### src/rtl/psum_pkg.sv
// Shared constants and types for the psum send/receive path (fan-out stage and adder).
package psum_pkg;
  localparam int unsigned PSUM_DWIDTH    = 8;
  localparam int unsigned NUM_LANES      = 3;
  // Adder datapath width; kept here so producer and consumer ends agree.
  localparam int unsigned PSUM_ADD_WIDTH = 8;

  typedef logic [PSUM_DWIDTH-1:0] psum_t;
  typedef logic [NUM_LANES-1:0]   lane_mask_t;
endpackage

### src/rtl/psum_lane_slot.sv
// One lane's pending bit: set on an upstream accept, cleared when the lane fires.
module psum_lane_slot
  import psum_pkg::*;
(
  input  logic clk,
  input  logic rst_n,
  input  logic set,
  input  logic ready,
  output logic pending,
  output logic fire,
  output logic free
);
  logic pending_q;

  assign pending = pending_q;
  assign fire    = pending_q & ready;
  // Lane will not block the next word: already delivered, or delivering now.
  assign free    = ~pending_q | ready;

  always_ff @(posedge clk or negedge rst_n) begin
    if (!rst_n) begin
      pending_q <= 1'b0;
    end else if (set) begin
      pending_q <= 1'b1;
    end else if (fire) begin
      pending_q <= 1'b0;
    end
  end
endmodule

### src/rtl/psum_fanout.sv
// Eager three-way fork of psum words. Define PSUM_FANOUT_CNT_EN to add the sent_count port.
module psum_fanout
  import psum_pkg::*;
#(
  parameter int unsigned DWIDTH    = psum_pkg::PSUM_DWIDTH,
  parameter int unsigned NUM_LANES = psum_pkg::NUM_LANES
`ifdef PSUM_FANOUT_CNT_EN
  ,
  parameter int unsigned CNT_WIDTH = 16
`endif
) (
  input  logic                 clk,
  input  logic                 rst_n,
  input  logic [DWIDTH-1:0]    in_data,
  input  logic                 in_valid,
  output logic                 in_ready,
  output logic [DWIDTH-1:0]    out_data,
  output logic [NUM_LANES-1:0] out_valid,
  input  logic [NUM_LANES-1:0] out_ready
`ifdef PSUM_FANOUT_CNT_EN
  ,
  output logic [CNT_WIDTH-1:0] sent_count
`endif
);
  logic [DWIDTH-1:0]    data_q;
  logic [NUM_LANES-1:0] pending;
  logic [NUM_LANES-1:0] fire;
  logic [NUM_LANES-1:0] free;
  logic                 in_fire;

  for (genvar i = 0; i < NUM_LANES; i++) begin : g_lane
    psum_lane_slot u_slot (
      .clk     (clk),
      .rst_n   (rst_n),
      .set     (in_fire),
      .ready   (out_ready[i]),
      .pending (pending[i]),
      .fire    (fire[i]),
      .free    (free[i])
    );
  end

  assign in_ready  = &free;
  assign in_fire   = in_valid & in_ready;
  assign out_valid = pending;
  assign out_data  = data_q;

  always_ff @(posedge clk or negedge rst_n) begin
    if (!rst_n) begin
      data_q <= '0;
    end else if (in_fire) begin
      data_q <= in_data;
    end
  end

`ifdef PSUM_FANOUT_CNT_EN
  logic [CNT_WIDTH-1:0] cnt_q;
  logic                 last_fire;

  // Holding a word and every remaining lane takes it this cycle.
  assign last_fire  = (|pending) & in_ready;
  assign sent_count = cnt_q;

  always_ff @(posedge clk or negedge rst_n) begin
    if (!rst_n) begin
      cnt_q <= '0;
    end else if (last_fire) begin
      cnt_q <= cnt_q + 1'b1;
    end
  end
`else
  logic unused_fire;
  assign unused_fire = ^fire;
`endif
endmodule

### config.mk
export PLATFORM = sky130hd
export DESIGN_NAME = psum_fanout
export DESIGN_NICKNAME = d
export VERILOG_FILES = /design/src/rtl/psum_pkg.sv /design/src/rtl/psum_lane_slot.sv /design/src/rtl/psum_fanout.sv
export SDC_FILE = /design/constraint.sdc
export NUM_CORES = 1
export LEC_CHECK = 0
export ABC_AREA = 0
export CORE_AREA = 5 5 42 44
export DETAILED_ROUTE_END_ITERATION = 10
export DIE_AREA = 0 0 47 49
export GPL_ROUTABILITY_DRIVEN = 0
export PLACE_DENSITY = 0.77
export SLEW_MARGIN = 15
export SYNTH_ARGS = -nofsm -noshare
export SYNTH_HDL_FRONTEND = slang
export SYNTH_SLANG_ARGS = --single-unit
### constraint.sdc
create_clock -name clk -period 3.3 [get_ports clk]
set_input_delay 0.66 -clock clk [delete_from_list [all_inputs] [get_ports clk]]
set_output_delay 0.66 -clock clk [all_outputs]
set_load 0.02 [all_outputs]
==> reports/metrics.csv <==
metric;value;unit
Final TNS setup;0;ps
Placed Area;743;um^2
clock slew at reported path FFs;70;ps
Die X;47;um
post-CTS resize count;0;
total track usage;0.0914;
Synth Flop Type;dfrtp_1;
post-synth net total;45;
period utilisation layout;0.812;
Hold Path Depth;1;
WS Path Type;in2out;
Async SR Flop Fraction;1.00;
Fmax;373;MHz
cell area power density;677;mW/mm^2
FF-to-FF setup slack;2060;ps
area leader, netlist;dfrtp_1;
Setup WS pre-CTS;612;ps
sequential cell area fraction in the yosys report;0.543;
Root Buffer;clkbuf_4;
Die Span Y;49;um
fin. max-slew vios;0;
# DRC;0;
setup ws final;620;ps
Cell variety after synth;9;
Total Wirelength;926;um
1st-iter DRT viols;1;
FF-to-FF Start;g_lane[1].u_slot.pending$_DFFE_PN0P_;
#FFs+latches synth;11;
total die area;0.00230;mm^2
vias in the first global route;354;
Worst EP arrival;2020;ps
Hold Crit Endpoint;out_data[5]$_DFFE_PN0P_;
Layout area overhead;51.9;%
CTS Buf Count;3;
routed length per instance;12.9;um
core area;0.00140;mm^2
Mapped Avg Cell Area;16.3;um^2
CTS max path bufs;2;
WP data required;2640;ps
drt via density;4.47;
Max Fanout on Critical Path;3;
Clock Skew;2.66;ps
Core Util, Final;0.549;
Worst VDD drop;0.000322;V
Hold Path Class;reg2reg;
global-route wire length before repair;1.50;mm
DPL Wire Length;705;um
most frequent cells after synthesis;dfrtp_1 (11), mux2_4 (7), buf_4 (3), nand2_1 (3), nand2b_4 (3);
startpoint types;input port;
CTS sink count;11;
proportion of layout cells with a drive suffix above 1;0.286;
Initial Utilization;0.362;
Post-Synthesis Cells;31;
n_diodes;0;
PortBufs;25;
worst reg2reg path depth;3;
Setup violations, final;0;
std cell rows;14;
RR Endpoint;out_data[1]$_DFFE_PN0P_;
Slew HR;0.655;
worst skew pair latency;260;ps
antenna viol nets, final;0;
largest net degree at the start of global routing;12;
RSZ-0062 raised after global routing;no;
IO Pins;26;
routed via count;322;
Worst setup EP type;output port;
min Tclk post-route;2680;ps
# hold bufs at CTS;0;
maxcap violations;0;
postcts setup bufs;0;
hold path startpoint;out_data[5]$_DFFE_PN0P_;
CTS tree;built;
post-route design area;769;um^2
GRT Residual Overflow;0;
status;finished, final reports clean;
Post-synth EDFFs;0;
drt first pass iters;3;
Worst Tran Pin Value;516;ps
Pleak;0.354;nW
initial antenna violation count;0;
synth top area cells;dfrtp_1 (54%), mux2_4 (21%), nand2b_4 (8.1%), buf_4 (4.4%), nand4_4 (4.2%);
synth warn;0;
share of the synthesized area in the top cell type;0.543;
Final Hold Viols;0;
Final nets;71;
count leader, synth;dfrtp_1;
# H-tree levels;1;
Mapped Area;507;um^2
-- logic make-up (layout without fill, tap and decap cells) --
logic type	count (synthesis)	after routing	share of synthesized area
flops	11	11	0.543
mux	8	8	0.230
simple gates	8	8	0.160
buf+inv	4	29	0.0667
-- registers in the layout, indices dropped and copies added (netlist names) --
signal,cells
g_lane.u_slot.pending,3
out_data,8
-- worst max path at each step --
stage / start / endpoint / slack (ps)
3_3_place_gp: out_ready[1] / in_ready / 630
4_1_cts: out_ready[2] / in_ready / 610
5_1_grt: out_ready[2] / in_ready / 570
3_5_place_dp: out_ready[2] / in_ready / 610
6_report: out_ready[2] / in_ready / 620
2_1_floorplan: out_ready[1] / in_ready / 1590
-- metrics by stage --
| stage | instances | hold WS [ps] | power, W |
|---|---|---|---|
| global route | 72 | 537 | 0.000552 |
| global placement | 68 | 493 | 0.000433 |
| detailed placement | 68 | 495 | 0.000435 |
| CTS | 72 | 517 | 0.000530 |
| finish | 72 | 510 | 0.000521 |
| floorplan | 31 | 364 | 0.000338 |
-- power by group --
| part | switching, W | internal (W) | leakage (nW) |
|---|---|---|---|
| clock network | 0.0000433 | 0.0000466 | 0.0150 |
| logic | 0.0000968 | 0.000135 | 0.209 |
| registers | 0.0000249 | 0.000174 | 0.130 |
| total | 0.000165 | 0.000356 | 0.354 |
-- cells in the final DEF, fill, tap and decap left out --
cell type / instances
dfrtp_1: 11
nand4_4: 1
mux2_2: 1
and3_2: 1
clkbuf_4: 3
nand2b_4: 3
mux2_4: 7
nand2_1: 3
clkdlybuf4s50_1: 25
clkbuf_1: 1
-- critical path, cell delays in order --
cell	delay (ps)
clkdlybuf4s50_1	460
nand2b_4	140
and3_2	170
clkdlybuf4s50_1	590
-- layer usage --
layer / track usage / wire, um / vias to the layer above / share of wire
met5: 0 / 0 / - / 0
met4: 0.0415 / 0 / 0 / 0
met3: 0.0332 / 90 / 0 / 0.097
met2: 0.136 / 395 / 19 / 0.43
met1: 0.115 / 439 / 153 / 0.47
li1: - / - / 150 / -
-- area by class of cell --
type	instances	area, um^2
repair buffers	25	250
flip-flops and latches	11	275
fillers	142	632
multi-input cells	16	198
well taps	16	20.0
clock buffers	4	26.3
(Power assumes the default switching activity.)
